`src/rtl/btn_debounce_step.sv`:
```
// Push-button conditioner: per channel a two-flop synchronizer, a consecutive-sample
// debounce, and a press/release strobe generator with optional auto-repeat.
module btn_debounce_step #(
  parameter int              NBTN            = 5,
  parameter int              DEBOUNCE_CYCLES = 1000000,
  parameter int              REPEAT_DELAY    = 50000000,
  parameter int              REPEAT_PERIOD   = 10000000,
  parameter logic [NBTN-1:0] REPEAT_EN       = {NBTN{1'b0}}
) (
  input  logic            clk,
  input  logic            clr,
  input  logic [NBTN-1:0] btn_raw,
  output logic [NBTN-1:0] btn_level,
  output logic [NBTN-1:0] btn_press,
  output logic [NBTN-1:0] btn_release
);

  localparam int DCW  = $clog2(DEBOUNCE_CYCLES);
  localparam int RMAX = (REPEAT_DELAY > REPEAT_PERIOD) ? REPEAT_DELAY : REPEAT_PERIOD;
  localparam int RCW  = $clog2(RMAX);

  localparam logic [DCW-1:0] DB_LAST = DCW'(DEBOUNCE_CYCLES - 1);
  localparam logic [RCW-1:0] RD_LAST = RCW'(REPEAT_DELAY - 1);
  localparam logic [RCW-1:0] RP_LAST = RCW'(REPEAT_PERIOD - 1);

  typedef enum logic [1:0] {
    IDLE   = 2'd0,
    DELAY  = 2'd1,
    REPEAT = 2'd2
  } rpt_state_t;

  for (genvar i = 0; i < NBTN; i++) begin : g_ch
    logic           sync_p0, sync_p1;
    logic           stable_p2;
    logic [DCW-1:0] cnt_p2;
    logic           rise, fall;
    rpt_state_t     state, state_nxt;
    logic [RCW-1:0] rc, rc_nxt;
    logic           press_nxt, release_nxt;
    logic           press_q, release_q;

    // Stage p0/p1: two-flop synchronizer
    always_ff @(posedge clk) begin
      if (clr) begin
        sync_p0 <= 1'b0;
        sync_p1 <= 1'b0;
      end else begin
        sync_p0 <= btn_raw[i];
        sync_p1 <= sync_p0;
      end
    end

    // A change is accepted on the edge that sees the last of the consecutive differing samples.
    assign rise = (sync_p1 != stable_p2) && (cnt_p2 == DB_LAST) &&  sync_p1;
    assign fall = (sync_p1 != stable_p2) && (cnt_p2 == DB_LAST) && !sync_p1;

    // Stage p2: debounce counter and accepted level
    always_ff @(posedge clk) begin
      if (clr) begin
        stable_p2 <= 1'b0;
        cnt_p2    <= '0;
      end else if (sync_p1 == stable_p2) begin
        cnt_p2    <= '0;
      end else if (cnt_p2 == DB_LAST) begin
        stable_p2 <= sync_p1;
        cnt_p2    <= '0;
      end else begin
        cnt_p2    <= cnt_p2 + 1'b1;
      end
    end

    always_comb begin
      state_nxt   = state;
      rc_nxt      = rc;
      press_nxt   = 1'b0;
      release_nxt = 1'b0;
      if (fall) begin
        // Release wins over any repeat strobe due in this cycle.
        release_nxt = 1'b1;
        state_nxt   = IDLE;
        rc_nxt      = '0;
      end else begin
        case (state)
          IDLE: begin
            if (rise) begin
              press_nxt = 1'b1;
              rc_nxt    = '0;
              state_nxt = DELAY;
            end
          end
          DELAY: begin
            if (rc == RD_LAST) begin
              if (REPEAT_EN[i]) begin
                press_nxt = 1'b1;
                rc_nxt    = '0;
                state_nxt = REPEAT;
              end
            end else begin
              rc_nxt = rc + 1'b1;
            end
          end
          REPEAT: begin
            if (rc == RP_LAST) begin
              press_nxt = 1'b1;
              rc_nxt    = '0;
            end else begin
              rc_nxt = rc + 1'b1;
            end
          end
          default: begin
            state_nxt = IDLE;
            rc_nxt    = '0;
          end
        endcase
      end
    end

    always_ff @(posedge clk) begin
      if (clr) begin
        state     <= IDLE;
        rc        <= '0;
        press_q   <= 1'b0;
        release_q <= 1'b0;
      end else begin
        state     <= state_nxt;
        rc        <= rc_nxt;
        press_q   <= press_nxt;
        release_q <= release_nxt;
      end
    end

    assign btn_level[i]   = stable_p2;
    assign btn_press[i]   = press_q;
    assign btn_release[i] = release_q;
  end

endmodule

```
`config.mk`:
```
export PLATFORM = sky130hd
export DESIGN_NAME = btn_debounce_step
export DESIGN_NICKNAME = d
export VERILOG_FILES = /design/src/rtl/btn_debounce_step.sv
export SDC_FILE = /design/constraint.sdc
export NUM_CORES = 1
export LEC_CHECK = 0
export ABC_AREA = 1
export CORE_ASPECT_RATIO = 0.5
export CORE_MARGIN = 3
export CORE_UTILIZATION = 57
export CTS_BUF_LIST = sky130_fd_sc_hd__clkbuf_8
export DETAILED_ROUTE_END_ITERATION = 6
export GPL_ROUTABILITY_DRIVEN = 0
export PLACE_DENSITY = 0.74
export SYNTH_ARGS = -nofsm -noshare
export SYNTH_HDL_FRONTEND = slang
export SYNTH_SLANG_ARGS = --single-unit
```
`constraint.sdc`:
```
create_clock -name clk -period 1.29 [get_ports clk]
set_input_delay 0.258 -clock clk [delete_from_list [all_inputs] [get_ports clk]]
set_output_delay 0.258 -clock clk [all_outputs]
set_load 0.01 [all_outputs]
```
=== Word-level counts from Yosys, hierarchy flattened ===
Cells that the tools add are included.

* Register bits after elaboration: 265
* Output and inout port bits: 15
* Input bits: 7
* Word-level logic and storage cells: 210

* Add/subtract/negate cells: 10
* Bitwise gates (word level): 10
* Mux-type cells: 50
* Equality and inequality tests: 45
* Reductions and logical operators: 55

{| class="wikitable"
|+ Operator list
! kind !! number
|-
| 26-bit 2-to-1 mux || 15
|-
| 26-bit one-hot mux with 3 select lines || 5
|-
| 26-bit by 1-bit adder with 26-bit output (second input constant) || 5
|-
| 26-bit by 24-bit == test with 1-bit output (second input constant) || 5
|-
| 26-bit == test (second input constant) || 5
|-
| 20-bit by 1-bit adder with 20-bit output (second input constant) || 5
|-
| 20-bit == test (second input constant) || 5
|-
| 2-bit AND reduction || 15
|-
| 2-bit != test (second input constant) || 10
|-
| 2-bit one-hot mux with 2 select lines || 5
|-
| 2-bit OR reduction || 10
|-
| 1-bit logical AND || 15
|-
| 1-bit 2-to-1 mux || 15
|-
| 3-bit OR reduction || 5
|-
| 2-bit by 1-bit == test with 1-bit output (second input constant) || 5
|-
| 2-bit == test (second input constant) || 5
|-
| 2-bit zero test || 5
|-
| 2-bit 2-to-1 mux || 5
|-
| 1-bit NOT || 10
|-
| 1-bit one-hot mux with 2 select lines || 5
|-
| 1-bit == test || 5
|-
| 1-bit zero test || 5
|-
| 1-bit != test || 5
|}

=== Logic depth before layout (Yosys ltp) ===
Gate-level depths: netlist of the first run.

* Depth in word-level cells: 5
* Mapped depth: 9
* Mapped depth without buffers: 9

=== Least setup slack after synthesis of the first run ===
OpenSTA, ideal clock, no wires.

* Path type: reg-to-reg
* Start: register g_ch[0].cnt_p2[0]
* End: register g_ch[0].cnt_p2[14]
* Data required time: 1.176 ns
* Path buffers: 1
* Setup time: 0.114 ns
* Clock period less this slack: 1.385 ns
* Arrival time: 1.271 ns
* Setup slack: -0.095 ns
* Cell stages (with the launch flop): 8
* Cells stage by stage: dfxtp_1 ha_1 nand3_2 nor2_1 nand2_1 nand2_2 buf_6 nor2_1

* Longest elaborated chain between the ends: 2
* Elaborated cells on any way between the ends: 3
* Classes of those cells: add/sub (1); eq/ne (1); reduce/logical (1)

{| class="wikitable"
|+ Ends and longest elaborated chain
! what !! RTL line !! source
|-
| start: declaration || 35 || <nowiki>logic [DCW-1:0] cnt_p2;</nowiki>
|-
| start signal: assignment || 68 || <nowiki>cnt_p2 <= cnt_p2 + 1'b1;</nowiki>
|-
| parallel branches: the longest is 2 deep, another holds 20-bit by 1-bit adder with 20-bit output || n/a ||
|}

Several ways; the timed one is not identified.
A chain may end at the register's enable or synchronous reset.

=== Worst setup path in the final report of the first run ===
* Start: register g_ch[0].cnt_p2[1]
* End: register g_ch[0].cnt_p2[18]

The elaborated chain is that of the path after synthesis.

==> results of run 1 <==
[cells in the mapped netlist]
| cell type | n | area share, % |
|---|---|---|
| a21oi_1 | 37 | 2.9 |
| and2_1 | 2 | 0.20 |
| buf_2 | 1 | 0.078 |
| buf_4 | 17 | 2.0 |
| buf_6 | 4 | 0.71 |
| clkbuf_1 | 1 | 0.059 |
| clkbuf_8 | 1 | 0.22 |
| dfxtp_1 | 130 | 41 |
| ha_1 | 5 | 0.98 |
| inv_1 | 121 | 7.1 |
| nand2_1 | 235 | 14 |
| nand2_2 | 2 | 0.20 |
| nand2_4 | 2 | 0.35 |
| nand3_1 | 50 | 3.9 |
| nand3_2 | 4 | 0.63 |
| nand3b_1 | 9 | 1.1 |
| nand4_1 | 17 | 1.7 |
| nor2_1 | 222 | 13 |
| nor2_2 | 4 | 0.39 |
| nor2_4 | 3 | 0.53 |
| nor3_1 | 10 | 0.79 |
| nor3_2 | 1 | 0.16 |
| nor3b_1 | 1 | 0.12 |
| o21ai_0 | 8 | 0.63 |
| o21bai_1 | 4 | 0.47 |
| o21bai_4 | 1 | 0.29 |
| or2_0 | 3 | 0.29 |
| or2_2 | 4 | 0.39 |
| xnor2_1 | 11 | 1.5 |
| xor2_1 | 33 | 4.5 |
[stage by stage]
step	power (mW)	hold WS (ns)	instance area, um2	instances
after global routing	8.76	0.327	9630	1279
after CTS	8.45	0.321	8510	1252
after floorplan	4.21	0.365	6480	943
after global placement	4.27	0.393	7560	1198
final	8.62	0.333	9630	1279
after detailed placement	4.27	0.395	7560	1198
[cells by family (layout without fill, tap and decap cells)]
family	Yosys count	after routing	synth area share (%)
AND/OR/NAND/NOR	569	578	37.6
buffers and inverters	145	332	10.2
flip-flops	130	130	40.8
AO/OA/AOI/OAI	50	50	4.30
XOR/XNOR	44	44	6.05
adder cells (fa/ha/maj)	5	5	0.982
[state kept, by name, indices dropped and copies added (netlist names)]
| signal | cells |
|---|---|
| g_ch.cnt_p2 | 100 |
| g_ch.press_q | 5 |
| g_ch.release_q | 5 |
| g_ch.stable_p2 | 5 |
| g_ch.state | 5 |
| g_ch.sync_p0 | 5 |
| g_ch.sync_p1 | 5 |
[power breakdown]
part / switching (mW) / internal (mW) / total, mW
combinational: 0.134 / 0.0976 / 0.231
sequential: 0.0156 / 4.00 / 4.02
clock: 1.82 / 2.55 / 4.37
[worst max path at each step]
stage / endpoint / slack [ns]
2_1_floorplan: g_ch[1].cnt_p2[5] / 0.0002
3_3_place_gp: g_ch[1].cnt_p2[2] / -0.26
3_5_place_dp: g_ch[0].cnt_p2[17] / -0.32
4_1_cts: g_ch[3].cnt_p2[2] / -0.13
5_1_grt: g_ch[1].cnt_p2[5] / -0.40
6_report: g_ch[0].cnt_p2[18] / -0.26
[repair_timing]
| action | CTS | global route |
|---|---|---|
| gates cloned | 4 | 5 |
| gates resized for setup | 124 | 287 |
| setup buffers | 21 | 24 |
| pin swaps | 40 | 93 |
| setup endpoints to repair | 124 | 130 |
| hold endpoints to repair | 0 | 0 |
[layer usage]
metal	wire length, um	part of all wire, %
met1	8900	34
met2	11800	46
met3	3020	12
met4	2080	8.1
met5	0	0
[area by class of cell]
cell class / count / share of cell area [%]
multi-input combinational: 677 / 44.9
sequential: 130 / 28.1
timing repair buffer: 179 / 15.4
inverter: 121 / 4.82
clock buffer: 18 / 2.57
clock inverter: 14 / 2.42
tap: 140 / 1.82
[worst min-delay path: stages]
cell	delay (ns)
clkdlybuf4s50_1	0.40
inv_1	0.06
nor2_1	0.03
==> flow_metrics.py, run 1 <==
metrics = {
    "outcome": {
        "status": "complete, but fails checks",
        "violations": "design-rule violations, negative setup slack",
    },
    "sta": {
        "maxSlewHeadroom_pct": 76.9,
        "setup_ws_ns": -0.265,
        "rsz0062_at_grt": "yes",
        "setup_viol_count_final": 117,
        "hold_viol": 0,
        "worst_slew_pin_slew_ns": 0.346,
        "post-route-period-util_pct": 121,
        "finalMaxSlewViolations": 0,
        "fin_tns_setup_ns": -14.07,
        "min_period_ns": 1.55,
        "skew_ns": 0.0187,
        "timing.fmax_mhz": 643,
    },
    "global_route": {
        "grt_pass1_wl_um": 27300,
        "track_usage_pct": 26.7,
        "antenna_found_initial": 0,
        "grt_overflow_total": 0,
        "met1_usage_pct": 30.6,
        "grt.busiest_layer": "met2",
        "grt_pass1_vias": 6275,
        "gr-usage-met3_pct": 6.76,
        "grt_max_degree": 20,
        "use_met2_pct": 48.7,
    },
    "die": {
        "die_area_mm2": 0.0126,
        "die_h_um": 80.8,
        "die_w_um": 156,
        "initial_core_util_pct": 60.4,
        "rows": 26,
        "coreArea_mm2": 0.0105,
        "io_pins": 22,
    },
    "critical_path": {
        "critPathBufInv": 0,
        "setup.worst_path.start_class": "flop",
        "crit_family": "simple AND/OR/NAND/NOR gates",
        "cp.depth": 7,
        "crit_path_cell_trace": "ha_4 > nand3_4 > nor2_4 > nand4_1 > nand2_1 > nand3_1 > nor2_1",
        "path_class": "reg2reg",
        "r2r_slack_ns": -0.26,
        "r2r-end": "g_ch[0].cnt_p2[18]",
        "max_stage_delay_ns": 0.37,
        "path_max_fanout": 5,
        "cp_data_arrival_time_ns": 1.92,
        "cp-end-kind": "flop",
        "r2r-start": "g_ch[0].cnt_p2[1]",
        "cp-startpoint": "g_ch[0].cnt_p2[1]",
        "r2r_cells": 7,
        "worstPathRequired_ns": 1.66,
        "cp_slowest_cell": "dfxtp_2",
    },
    "finish": {
        "regArea_mm2": 0.00271,
        "layout_common_cells": "196 x nand2_1, 138 x nor2_1, 130 x buf_4",
        "multi_input_area_mm2": 0.00432,
        "num_antenna_cells": 0,
        "drive_above_1_share_pct": 43.8,
        "final_common_cell": "nand2_1",
        "nets": 1138,
        "fill_cells": 367,
        "area_growth_pct": 51.2,
        "final_core_util_pct": 91.4,
    },
    "routing": {
        "first_pass_iters": 7,
        "dr_total_vias": 7960,
        "routed_wl_um": 25800,
        "vias_per_cell": 6.22,
        "drc": 1,
        "drt_iter0_markers": 996,
        "routedWlPerCell_um": 20.2,
        "ant_nets": 0,
    },
    "synth": {
        "synth_cell_types": 30,
        "syn_nets": 955,
        "synth_area_per_cell_um2": 6.76,
        "seq_area_frac_synth_pct": 40.8,
        "synth-seq-cells": 130,
        "ys_warn_count": 0,
        "synth_area_mm2": 0.00637,
        "synthCells": 943,
    },
    "clock_tree": {
        "cts.sinks": 130,
        "cts.clk_slew.worst_paths_ns": 0.08,
        "clk_path_buf_depth": 2,
        "clockRootBuffer": "clkbuf_8",
        "cts_htree_levels": 4,
        "clock_latency_ns": 0.46,
        "cts_tree": "built",
        "cts-buffers-inserted": 17,
        "holdBufCountCts": 0,
    },
    "placement": {
        "portBuffers": 21,
        "post-place-ws_ns": -0.322,
        "hpwl_um": 10200,
    },
    "hold_path": {
        "hold_end": "g_ch[1].sync_p0",
        "min_path_type": "in2reg",
        "min_path_cells": 3,
        "min_from": "btn_raw[1]",
    },
    "flow_run": {
        "drv_cap": 0,
    },
    "power_and_ir_drop": {
        "p_leak_nw": 3.54,
        "powerDensity_mw_per_mm2": 895,
        "ir_drop_v": 0.000876,
    },
}
No activity file was read; power rests on OpenSTA's default activity.
==> run 2: changes to the inputs <==
CAP_MARGIN = 20   (was not set)
CTS_BUF_LIST = sky130_fd_sc_hd__clkbuf_2 sky130_fd_sc_hd__clkbuf_4 sky130_fd_sc_hd__clkbuf_8   (was sky130_fd_sc_hd__clkbuf_8)
TNS_END_PERCENT = 10   (was not set)
==> flow_metrics.py, run 2 (synthesis results as in run 1) <==
metrics = {
    "outcome": {
        "status": "complete, but fails checks",
        "violations": "negative setup slack",
    },
    "power_and_ir_drop": {
        "p_leak_nw": 3.29,
        "swShare_pct": 22.4,
        "pwr-share-seq_pct": 49.7,
        "p_comb_share_pct": 2.0,
        "ir_drop_v": 0.000530,
        "p_sw_mw": 1.82,
        "p_int_mw": 6.31,
        "powerDensity_mw_per_mm2": 951,
        "p_total_mw": 8.13,
        "pwr-share-clk_pct": 48.3,
    },
    "die": {
        "io_pins": 22,
        "rows": 26,
        "coreArea_mm2": 0.0105,
        "die_area_mm2": 0.0126,
        "die_h_um": 80.8,
        "die_w_um": 156,
        "initial_core_util_pct": 60.4,
    },
    "finish": {
        "area_growth_pct": 34.2,
        "fin_cells": 1250,
        "multi_input_area_mm2": 0.00353,
        "largest_reg_flops": 100,
        "regArea_mm2": 0.00265,
        "drive_above_1_share_pct": 27.5,
        "layout_common_cells": "222 x nand2_1, 185 x nor2_1, 131 x buf_4",
        "fill_cells": 671,
        "regMostFlops": "g_ch.cnt_p2",
        "final_area_mm2": 0.00855,
        "nets": 1109,
        "final_common_cell": "nand2_1",
        "num_antenna_cells": 0,
    },
    "sta": {
        "worst_slew_pin_slew_ns": 0.395,
        "skew_ns": 0.0145,
        "hold_viol": 0,
        "setup_ws_ns": -0.189,
        "min_period_ns": 1.48,
        "timing.fmax_mhz": 676,
        "maxSlewHeadroom_pct": 73.6,
        "setup_viol_count_final": 83,
        "post-route-period-util_pct": 115,
        "rsz0062_at_grt": "yes",
        "finalMaxSlewViolations": 0,
    },
    "critical_path": {
        "crit_path_end": "g_ch[1].cnt_p2[13]",
        "path_max_fanout": 4,
        "worstPathRequired_ns": 1.64,
        "cp-end-kind": "flop",
        "r2r-start": "g_ch[1].cnt_p2[0]",
        "r2r-end": "g_ch[1].cnt_p2[13]",
        "setup.worst_path.start_class": "flop",
        "r2r_cells": 6,
        "cp_data_arrival_time_ns": 1.83,
        "r2r_slack_ns": -0.19,
        "cp-startpoint": "g_ch[1].cnt_p2[0]",
        "path_class": "reg2reg",
    },
    "global_route": {
        "track_usage_pct": 25.1,
        "grt_pass1_vias": 6042,
        "grt_overflow_total": 0,
        "antenna_found_initial": 0,
        "grt_pass1_wl_um": 25900,
        "grt_max_degree": 20,
    },
    "clock_tree": {
        "clk_path_buf_depth": 2,
        "cts-buffers-inserted": 17,
        "clockRootBuffer": "clkbuf_8",
        "cts_htree_levels": 4,
        "cts.clk_slew.worst_paths_ns": 0.08,
        "holdBufCountCts": 0,
        "cts.sinks": 130,
        "clock_latency_ns": 0.45,
        "cts_tree": "built",
    },
    "routing": {
        "ant_nets": 0,
        "vias_per_cell": 5.06,
        "routedWlPerCell_um": 13.2,
        "drt_iter0_markers": 333,
        "dr_total_vias": 6326,
        "routed_wl_um": 16600,
        "drc": 0,
        "first_pass_iters": 6,
    },
    "placement": {
        "placedInstanceArea_mm2": 0.00761,
        "post-place-ws_ns": -0.295,
        "portBuffers": 21,
        "hpwl_um": 10300,
        "place_inst": 1208,
    },
    "flow_run": {
        "drv_cap": 0,
    },
    "hold_path": {
        "min_path_type": "in2reg",
        "min_from": "btn_raw[2]",
    },
}
[run 2: cell count changes in the layout (fill, tap and decap cells not counted), sizes merged, moves of 3 or more]
cell           change
dlygate4sd2        +4
nand2              -9
buf               -22
clkdlybuf4s15      +5
clkbuf             -6
inv                -3
[run 2: repair_timing]
action,in CTS,in global routing
gates cloned,0,1
gates resized for setup,68,95
pin swaps,12,26
hold endpoints to repair,0,0
endpoints found under the setup margin,121,130
setup buffers,5,4
[run 2: worst min-delay path by stage]
stage | endpoint | cells past startpoint
2_1_floorplan | g_ch[0].sync_p0 | 2
3_3_place_gp | g_ch[4].sync_p1 | 2
3_5_place_dp | g_ch[1].sync_p1 | 2
4_1_cts | g_ch[2].sync_p0 | 3
5_1_grt | g_ch[3].sync_p0 | 3
6_report | g_ch[2].sync_p0 | 3
[run 2: final cells by class]
type | instances | area share (%)
Inverter | 121 | 5.34
Tap cell | 140 | 2.05
Multi-Input combinational cell | 668 | 41.2
Sequential cell | 130 | 31.0
Timing Repair Buffer | 159 | 15.2
Clock buffer | 19 | 3.06
Clock inverter | 13 | 2.15
[run 2: per-layer routing]
metal  track usage, %  vias to the layer above  share of wire (%)
met4             8.38                        0                2.0
met1             30.3                     2949                 44
met3             5.53                       34                4.4
li1                 -                     3192                  -
met2             45.2                      151                 50
met5                0                        -                  0
[run 2: power by group through the flow]
stage                     clock network [mW]  logic, mW  registers, mW
final                                   3.93      0.165           4.04
after global routing                    4.16      0.182           4.04
after CTS                               3.94      0.146           4.04
after detailed placement                   0      0.137           4.13
after global placement                     0      0.134           4.13
after floorplan                            0     0.0814           4.13
[run 2: through the flow]
step | TNS (ns) | utilization, % | hold WS [ns]
finish | -4.82 | 81.1 | 0.321
floorplan | -0.143 | - | 0.365
global route | -14.67 | 81.1 | 0.302
global placement | -18.91 | 72.2 | 0.388
detailed placement | -22.16 | 72.2 | 0.398
CTS | -6.00 | 77.7 | 0.307
[run 2: critical path, cell delays in order, from the launching register on]
cell and delay, ns:
dfxtp_2 0.36, buf_4 0.12, nand3_2 0.11, nor2_2 0.17, nand3_1 0.11, or2_2 0.31
a21oi_1 0.23
